<file path="src/rtl/fc_argmax_collector.sv">
// fc_argmax_collector
// Captures the neuron outputs written by the fully-connected layer. On layer
// end it walks the captured entries one per cycle and reports the index and
// value of the largest one, which is the classification result. It also
// flags writes to out-of-range addresses and writes that arrive while no
// collection is open.
module fc_argmax_collector #(
    parameter int BCK_CELL = 10,
    parameter int DATA_W   = 16,
    parameter int ADDR_W   = 16,
    parameter int IDX_W    = 5
) (
    input  logic                     clk,
    input  logic                     reset,
    input  logic                     start,
    input  logic                     we,
    input  logic [ADDR_W-1:0]        addr,
    input  logic signed [DATA_W-1:0] in_value,
    input  logic                     layer_end,
    output logic                     busy,
    output logic                     result_valid,
    output logic [IDX_W-1:0]         class_idx,
    output logic signed [DATA_W-1:0] max_value,
    output logic                     incomplete,
    output logic                     addr_err,
    output logic                     overrun
);

    // One extra count bit so the scan counter can reach BCK_CELL, which is
    // the cycle spent publishing the result.
    localparam int CNT_W = IDX_W + 1;
    localparam logic signed [DATA_W-1:0] MIN_VAL = {1'b1, {(DATA_W-1){1'b0}}};

    typedef enum logic [1:0] {
        ST_IDLE    = 2'd0,
        ST_COLLECT = 2'd1,
        ST_SCAN    = 2'd2,
        ST_DONE    = 2'd3
    } state_t;

    state_t                     state_r;
    state_t                     next_state_s;
    logic signed [DATA_W-1:0]   buf_r [BCK_CELL];
    logic [BCK_CELL-1:0]        mask_r;
    logic [CNT_W-1:0]           scan_cnt_r;
    logic signed [DATA_W-1:0]   run_max_r;
    logic [IDX_W-1:0]           run_idx_r;
    logic                       busy_r;
    logic                       result_valid_r;
    logic [IDX_W-1:0]           class_idx_r;
    logic signed [DATA_W-1:0]   max_value_r;
    logic                       incomplete_r;
    logic                       addr_err_r;
    logic                       overrun_r;

    logic                       addr_ok_s;
    logic                       write_ok_s;
    logic                       scan_last_s;
    logic signed [DATA_W-1:0]   entry_s;
    logic                       entry_wr_s;
    logic                       hit_s;

    // A write lands in the buffer only while collecting and only when it is
    // in range; a simultaneous start wins and discards it.
    always_comb begin
        addr_ok_s   = (addr < ADDR_W'(BCK_CELL));
        write_ok_s  = (state_r == ST_COLLECT) && we && !start && addr_ok_s;
        scan_last_s = (scan_cnt_r == CNT_W'(BCK_CELL));
    end

    // Select the entry under the scan pointer; past the last entry nothing
    // matches, so the entry reads as unwritten and cannot win.
    always_comb begin
        entry_s    = MIN_VAL;
        entry_wr_s = 1'b0;
        for (int i = 0; i < BCK_CELL; i++) begin
            entry_s    = (scan_cnt_r == CNT_W'(i)) ? buf_r[i]  : entry_s;
            entry_wr_s = (scan_cnt_r == CNT_W'(i)) ? mask_r[i] : entry_wr_s;
        end
        // Strict signed compare keeps the lowest index on ties.
        hit_s = entry_wr_s && (entry_s > run_max_r);
    end

    // Next-state logic; start restarts collection from any state.
    always_comb begin
        next_state_s = state_r;
        case (state_r)
            ST_IDLE: begin
                if (start) next_state_s = ST_COLLECT;
                else       next_state_s = ST_IDLE;
            end
            ST_COLLECT: begin
                if (start)          next_state_s = ST_COLLECT;
                else if (layer_end) next_state_s = ST_SCAN;
                else                next_state_s = ST_COLLECT;
            end
            ST_SCAN: begin
                if (start)            next_state_s = ST_COLLECT;
                else if (scan_last_s) next_state_s = ST_DONE;
                else                  next_state_s = ST_SCAN;
            end
            ST_DONE: begin
                if (start) next_state_s = ST_COLLECT;
                else       next_state_s = ST_DONE;
            end
            default: next_state_s = ST_IDLE;
        endcase
    end

    // State register.
    always_ff @(posedge clk) begin
        if (reset) state_r <= ST_IDLE;
        else       state_r <= next_state_s;
    end

    // Neuron value storage; contents only matter where the mask bit is set.
    always_ff @(posedge clk) begin
        if (write_ok_s) begin
            for (int i = 0; i < BCK_CELL; i++) begin
                if (addr == ADDR_W'(i)) buf_r[i] <= in_value;
            end
        end
    end

    // Written mask, scan pointer, running maximum, result and status flags.
    always_ff @(posedge clk) begin
        if (reset) begin
            mask_r         <= '0;
            scan_cnt_r     <= '0;
            run_max_r      <= MIN_VAL;
            run_idx_r      <= '0;
            busy_r         <= 1'b0;
            result_valid_r <= 1'b0;
            class_idx_r    <= '0;
            max_value_r    <= MIN_VAL;
            incomplete_r   <= 1'b0;
            addr_err_r     <= 1'b0;
            overrun_r      <= 1'b0;
        end else begin
            result_valid_r <= 1'b0;
            busy_r         <= (next_state_s == ST_COLLECT) || (next_state_s == ST_SCAN);
            if (start) begin
                mask_r       <= '0;
                scan_cnt_r   <= '0;
                incomplete_r <= 1'b0;
                addr_err_r   <= 1'b0;
                overrun_r    <= 1'b0;
            end else begin
                if (we) begin
                    if (state_r == ST_COLLECT) begin
                        if (addr_ok_s) begin
                            for (int i = 0; i < BCK_CELL; i++) begin
                                if (addr == ADDR_W'(i)) mask_r[i] <= 1'b1;
                            end
                        end else begin
                            addr_err_r <= 1'b1;
                        end
                    end else begin
                        overrun_r <= 1'b1;
                    end
                end
                if ((state_r == ST_COLLECT) && layer_end) begin
                    scan_cnt_r <= '0;
                    run_max_r  <= MIN_VAL;
                    run_idx_r  <= '0;
                end
                if (state_r == ST_SCAN) begin
                    if (scan_last_s) begin
                        class_idx_r    <= run_idx_r;
                        max_value_r    <= run_max_r;
                        incomplete_r   <= ~&mask_r;
                        result_valid_r <= 1'b1;
                    end else begin
                        if (hit_s) begin
                            run_max_r <= entry_s;
                            run_idx_r <= scan_cnt_r[IDX_W-1:0];
                        end
                        scan_cnt_r <= scan_cnt_r + CNT_W'(1);
                    end
                end
            end
        end
    end

    assign busy         = busy_r;
    assign result_valid = result_valid_r;
    assign class_idx    = class_idx_r;
    assign max_value    = max_value_r;
    assign incomplete   = incomplete_r;
    assign addr_err     = addr_err_r;
    assign overrun      = overrun_r;

endmodule

</file>
<file path="config.mk">
export PLATFORM = sky130hd
export DESIGN_NAME = fc_argmax_collector
export DESIGN_NICKNAME = d
export VERILOG_FILES = /design/src/rtl/fc_argmax_collector.sv
export SDC_FILE = /design/constraint.sdc
export NUM_CORES = 1
export LEC_CHECK = 0
export BUFFER_PORTS_ARGS = -buffer_cell sky130_fd_sc_hd__buf_2
export CAP_MARGIN = 15
export CORE_MARGIN = 2
export CORE_UTILIZATION = 60
export DETAILED_ROUTE_END_ITERATION = 12
export GPL_TIMING_DRIVEN = 0
export PLACE_DENSITY = 0.91
export SETUP_SLACK_MARGIN = 0.3
export SLEW_MARGIN = 20
export SYNTH_ARGS = -nofsm -noshare
export SYNTH_HDL_FRONTEND = slang
export SYNTH_SLANG_ARGS = --single-unit
</file>
<file path="constraint.sdc">
create_clock -name clk -period 4.6 [get_ports clk]
set_clock_uncertainty 0.15 [all_clocks]
set_input_delay 0.69 -clock clk [delete_from_list [all_inputs] [get_ports clk]]
set_output_delay 0.69 -clock clk [all_outputs]
set_load 0.05 [all_outputs]
</file>
# Word level (Yosys, flattened, before mapping)
# Memories as Yosys holds them, arrays and structs flattened.
# Cells that the tools add are included.
totals:
  output_inout_bits: 26
  mem_count: 1
  register_bits: 65
  elab_cells: 186
  input_bits: 37
  mem_bits_rw: 160
memory_table:
  columns: ["name", "words", "width", "read_ports", "rd_ports_with_merged_regs", "write_ports", "line", "text"]
  rows:
  - ["buf_r", 10, 16, 10, 0, 1, "43", "logic signed [DATA_W-1:0] buf_r [BCK_CELL];"]
classes:
  n_reduce_logical: 37
  addsub: 1
  mux: 96
  order_cmp: 2
  eq_ne: 24
  n_bitwise: 4
ops:
  columns: ["operator", "n"]
  rows:
  - ["$mux 16", 23]
  - ["$reduce_or 16->1", 9]
  - ["$eq 16x3->1 const B", 4]
  - ["$mux 1", 52]
  - ["$reduce_and 4->1", 10]
  - ["$mux 4", 9]
  - ["$eq 16x2->1 const B", 2]
  - ["$eq 16x4->1 const B", 2]
  - ["$eq 6x3->1 const B", 4]
  - ["$mux 5", 4]
  - ["$eq 6x4->1 const B", 3]
  - ["$mux 6", 3]
  - ["$eq 16x1->1 const B", 1]
  - ["$gt 16x16->1", 1]
  - ["$logic_not 16->1", 1]
  - ["$lt 16x4->1 const B", 1]
  - ["$eq 6x2->1 const B", 2]
  - ["$reduce_and 10->1", 1]
  - ["$mux 2", 4]
  - ["$pmux 2 s4", 1]
  - ["$add 6x1->6 const B", 1]
  - ["$eq 2x2->1 const B", 3]
  - ["$eq 6x1->1 const B", 1]
  - ["$logic_not 6->1", 1]
  - ["other kinds (10)", 21]

# Logic depth before layout (Yosys ltp)
depth:
  ltp_word: 16
  ltp_mapped: 18
  depth_no_buf: 14

# Worst setup path after synthesis
# OpenSTA, ideal clock, no wires.
synth_path:
  kind: "register to register"
  startpoint: "register scan_cnt_r[0]"
  endpoint: "register run_max_r[15]"
  t_arrival_ns: 3.669
  path_buffers: 4
  path_stages_with_launch: 16
  setup_time_ns: 0.072
  path_slack_ns: 0.709
  t_required_ns: 4.378
  period_less_slack_ns: 3.891
  cell_sequence: "dfxtp_1 ha_1 buf_2 clkbuf_1 clkbuf_1 nor2_1 a221oi_1 nand2_1 ha_1 and4_1 a2111oi_0 o21ai_0 or3b_2 o2111ai_1 buf_6 mux2i_1"
synth_via:
  elab_chain_len: 16
  elab_cells_between_ends: 36
  cone_classes: "1 x order compare; 10 x eq/ne; 23 x mux; 2 x reduce/logical"
synth_rtl:
  columns: ["item", "line", "text"]
  rows:
  - ["from (decl)", "45", "logic [CNT_W-1:0] scan_cnt_r;"]
  - ["from (signal assigned)", "178", "scan_cnt_r <= scan_cnt_r + CNT_W'(1);"]
  - ["$logic_not 6->1", "77, 78", null]
  - ["$mux 16 (10 in a row)", "77", "entry_s = (scan_cnt_r == CNT_W'(i)) ? buf_r[i] : entry_s;"]
  - ["$gt 16x16->1", "81", "hit_s = entry_wr_s && (entry_s > run_max_r);"]
  - ["$logic_and 1x1->1", "81", null]
  - ["$mux 16", "174", "if (hit_s) begin"]
  - ["$mux 16 *", "168", "if (scan_last_s) begin"]
  - ["$mux 16 *", "167", "if (state_r == ST_SCAN) begin"]
  - ["to (signal assigned)", "175", "run_max_r <= entry_s;"]
  - ["to (decl)", "46", "logic signed [DATA_W-1:0] run_max_r;"]
# Every way passes the cells marked *; elsewhere a longest branch is shown, timed or not.
# A chain may end at the register's enable or synchronous reset.

# Worst setup path in the final report
layout_path:
  startpoint: "register scan_cnt_r[1]"
  endpoint: "register run_max_r[0]"
# Same word-level chain as after synthesis.

==> flow_summary.json <==
{
  "status": "finished clean",
  "r2r_slack_ns": 0.41,
  "syn2layout_area_growth_pct": 19.42,
  "yosysMostFrequentCell": "edfxtp_1",
  "wirelength_mm": 28.36,
  "gp_congestion": 0.9419,
  "cts_tree": "done",
  "synthTopCellsByArea": "edfxtp_1 49%, dfxtp_1 13%, nand2_1 5.2%, a21oi_1 2.8%, ha_1 2.6%",
  "critPathKind": "reg2reg",
  "multi_input_area_um2": 3527,
  "switching_power_uw": 883.1,
  "synth_common_cells": "160 x edfxtp_1, 135 x nand2_1, 65 x dfxtp_1, 54 x a21oi_1, 39 x nor2_1",
  "grt_overflow_total": 0,
  "post-route-period-util_pct": 91.10,
  "clkSinkCount": 225,
  "synth_area_um2": 9767,
  "die_w_um": 131.6,
  "dpl.hpwl_mm": 18.28,
  "first_pass_iters": 8,
  "min_to": "state_r[1]$_SDFF_PP0_",
  "slew_headroom_pct": 40.36,
  "rr_worst_depth": 17,
  "pwr-share-clk_pct": 46.1,
  "synth_top_area_share_pct": 49.19,
  "worstReg2RegEnd": "run_max_r[0]$_SDFFE_PP0N_",
  "max_freq_ghz": 0.2386,
  "synth_cells": 836,
  "grt_antenna_before_repair": 0,
  "n_fill_cell": 986,
  "htree_num_levels": 1,
  "io_buffers": 61,
  "holdPathStages": 3,
  "tns_ns": 0,
  "ir_drop_mv": 0.3219,
  "syn_avg_cell_area_um2": 11.68,
  "clk_latency_ns": 0.54,
  "hp-start": "layer_end",
  "total_power_mw": 4.211,
  "avgViaCountPerCell": 6.705,
  "arrival_ns": 4.49,
  "synth_edf_count": 160,
  "nets": 1001,
  "slew_viol_final": 0,
  "worst_pin_slew_ns": 0.8897,
  "finalHoldViolations": 0,
  "end_kind": "flop",
  "ys.warnings.count": 0,
  "antenna_left": 0,
  "wl_per_cell_um": 24.11,
  "postSynth.asyncResetShare_pct": 0,
  "pin_count": 63,
  "hold_ws_ns": 0.2743,
  "cts_root_buffer": "clkbuf_16",
  "numCtsBuffers": 24,
  "synth_top_cell_by_area": "edfxtp_1",
  "drive_gt1_share_pct": 21.77,
  "synth_cell_types": 75,
  "sequentialPowerShare_pct": 51.5,
  "drt_iter0_drc": 1273,
  "hp-class": "in2reg",
  "grt_pass1_vias": 7506,
  "worstSetupStartpointType": "flop",
  "grt_max_degree": 15,
  "maxCapViolCount": 0,
  "dieArea_um2": 17310,
  "p_sw_share_pct": 20.97,
  "grt_pass1_wl_mm": 42.42,
  "clock_path_buffers": 3,
  "setup-violations-final": 0,
  "required_ns": 4.90,
  "initial_utilization_pct": 61.48,
  "drc_errors": 0,
  "finalWorstPathRequiredPeriod_ns": 4.191,
  "combPwrFrac_pct": 2.4,
  "dp.cells": 1128,
  "rsz0062_at_grt": "false",
  "startpoint": "scan_cnt_r[1]$_SDFF_PP0_",
  "cts_hold_buf": 0,
  "yosysSeqAreaShare_pct": 62.52,
  "num_vias": 7885,
  "instances_no_fill": 1176,
  "grt_use_total_pct": 31.76,
  "power.leakage_nw": 4.172,
  "core_area_um2": 15890,
  "placed_area_um2": 10520,
  "synth-seq-cells": 225,
  "finalInstanceArea_um2": 11660,
  "r2r-start": "scan_cnt_r[1]$_SDFF_PP0_",
  "power.internal_mw": 3.328,
  "seqCellArea_um2": 6113,
  "synth-main-ff-cell": "edfxtp_1",
  "synth.net_count": 893,
  "clk_pin_slew_worst_paths_ns": 0.06,
  "die_height_um": 131.6,
  "core.rowCount": 46,
  "diodes": 0,
  "powerDensity_nw_per_um2": 361.1,
  "worstPathMaxFanout": 10
}
what timing repair did:
action	CTS	global route
gates cloned	2	0
setup buffers	3	1
pin swaps	3	4
resized for setup	62	33
endpoints found under the setup margin	21	21
power groups by stage:
stage                     registers [mW]  clock network, mW  logic, mW
after floorplan                     2.22                  0     0.0334
after detailed placement            2.21                  0     0.0916
final                               2.17               1.94      0.100
after CTS                           2.17               1.92     0.0943
after global routing                2.17               2.01      0.107
after global placement              2.21                  0     0.0869
worst max-delay path by stage:
stage	to	depth (start not counted)
detailed placement	run_max_r[0]$_SDFFE_PP0N_	15
CTS	run_max_r[9]$_SDFFE_PP0N_	14
global route	run_max_r[0]$_SDFFE_PP0N_	17
global placement	run_max_r[6]$_SDFFE_PP0N_	15
finish	run_max_r[0]$_SDFFE_PP0N_	17
floorplan	run_max_r[15]$_SDFFE_PP1N_	15
metrics by stage:
step / util (%) / setup WS (ns)
3_5_place_dp: 66.23 / -0.5783
6_report: 73.42 / 0.4095
3_3_place_gp: 65.11 / -0.3942
2_1_floorplan: - / 0.7092
4_1_cts: 72.52 / 0.3193
5_1_grt: 73.42 / 0.2447
cells by family after synthesis:
group / synth area share, %
DFF: 62.52
adders and majority gates: 2.562
and+or+nand+nor: 14.57
AOI/OAI and AO/OA: 14.48
muxes: 2.267
buffers and inverters: 3.613
per-layer routing:
layer	global-route usage, %	share of wire [%]	vias up
met5	0	0	-
li1	-	-	3346
met3	5.671	13	181
met1	40.42	34	3653
met2	52.21	47	705
met4	16.73	6.6	0
state kept, by name (all words and copies together) (netlist names):
name,cells
max_value,16
class_idx,5
overrun,1
run_idx_r,5
buf_r,160
state_r,2
mask_r,10
busy,1
run_max_r,16
addr_err,1
scan_cnt_r,6
result_valid,1
incomplete,1
layout make-up:
type	instances	share of cell area, %
flip-flops and latches	225	52.41
clock buffers	32	6.039
plain buffers	50	3.229
clock inverters	10	0.7509
repair buffers	82	4.162
well taps	216	2.317
multi-input cells	535	30.24
inverters	26	0.8475
cells in the final DEF, fill, tap and decap left out, drive strengths merged, types with 4 or more instances in the layout:
cell type  Yosys  layout
buf           26     107
a22oi          4       4
nand2        135     135
nand2b         7       7
a221oi         7       7
o21ai         33      33
a311oi         4       4
o211ai        18      18
ha            20      20
a22o           5       5
clkinv         1       8
nand3         22      22
edfxtp       160     160
nor4           7       7
and2           5       5
o21a          12      12
a211oi         4       4
and4           4       4
and3           4       4
a31oi         12      12
nor2b          7       7
clkbuf        24      57
nor4b          5       5
nor2          42      42
o221ai         4       4
a21o           8       8
nor3          21      21
o22ai         11      11
a21oi         55      55
inv           25      26
mux2i         21      21
nand4          8       8
nand3b         6       6
dfxtp         65      65
worst max-delay path: stages, from the launching register on:
cell and delay, ns:
dfxtp_4 0.40, inv_1 0.08, ha_1 0.18, clkbuf_4 0.21, clkbuf_8 0.21, a2111o_1 0.34
a32oi_2 0.22, o21ai_2 0.13, nor4b_2 0.19, or2_2 0.31, ha_1 0.29, nor2b_1 0.14
o211ai_1 0.17, a21boi_1 0.09, or3b_4 0.42, o2111ai_4 0.18, buf_6 0.20, mux2i_2 0.21
Power figures use the tool's default switching activity.
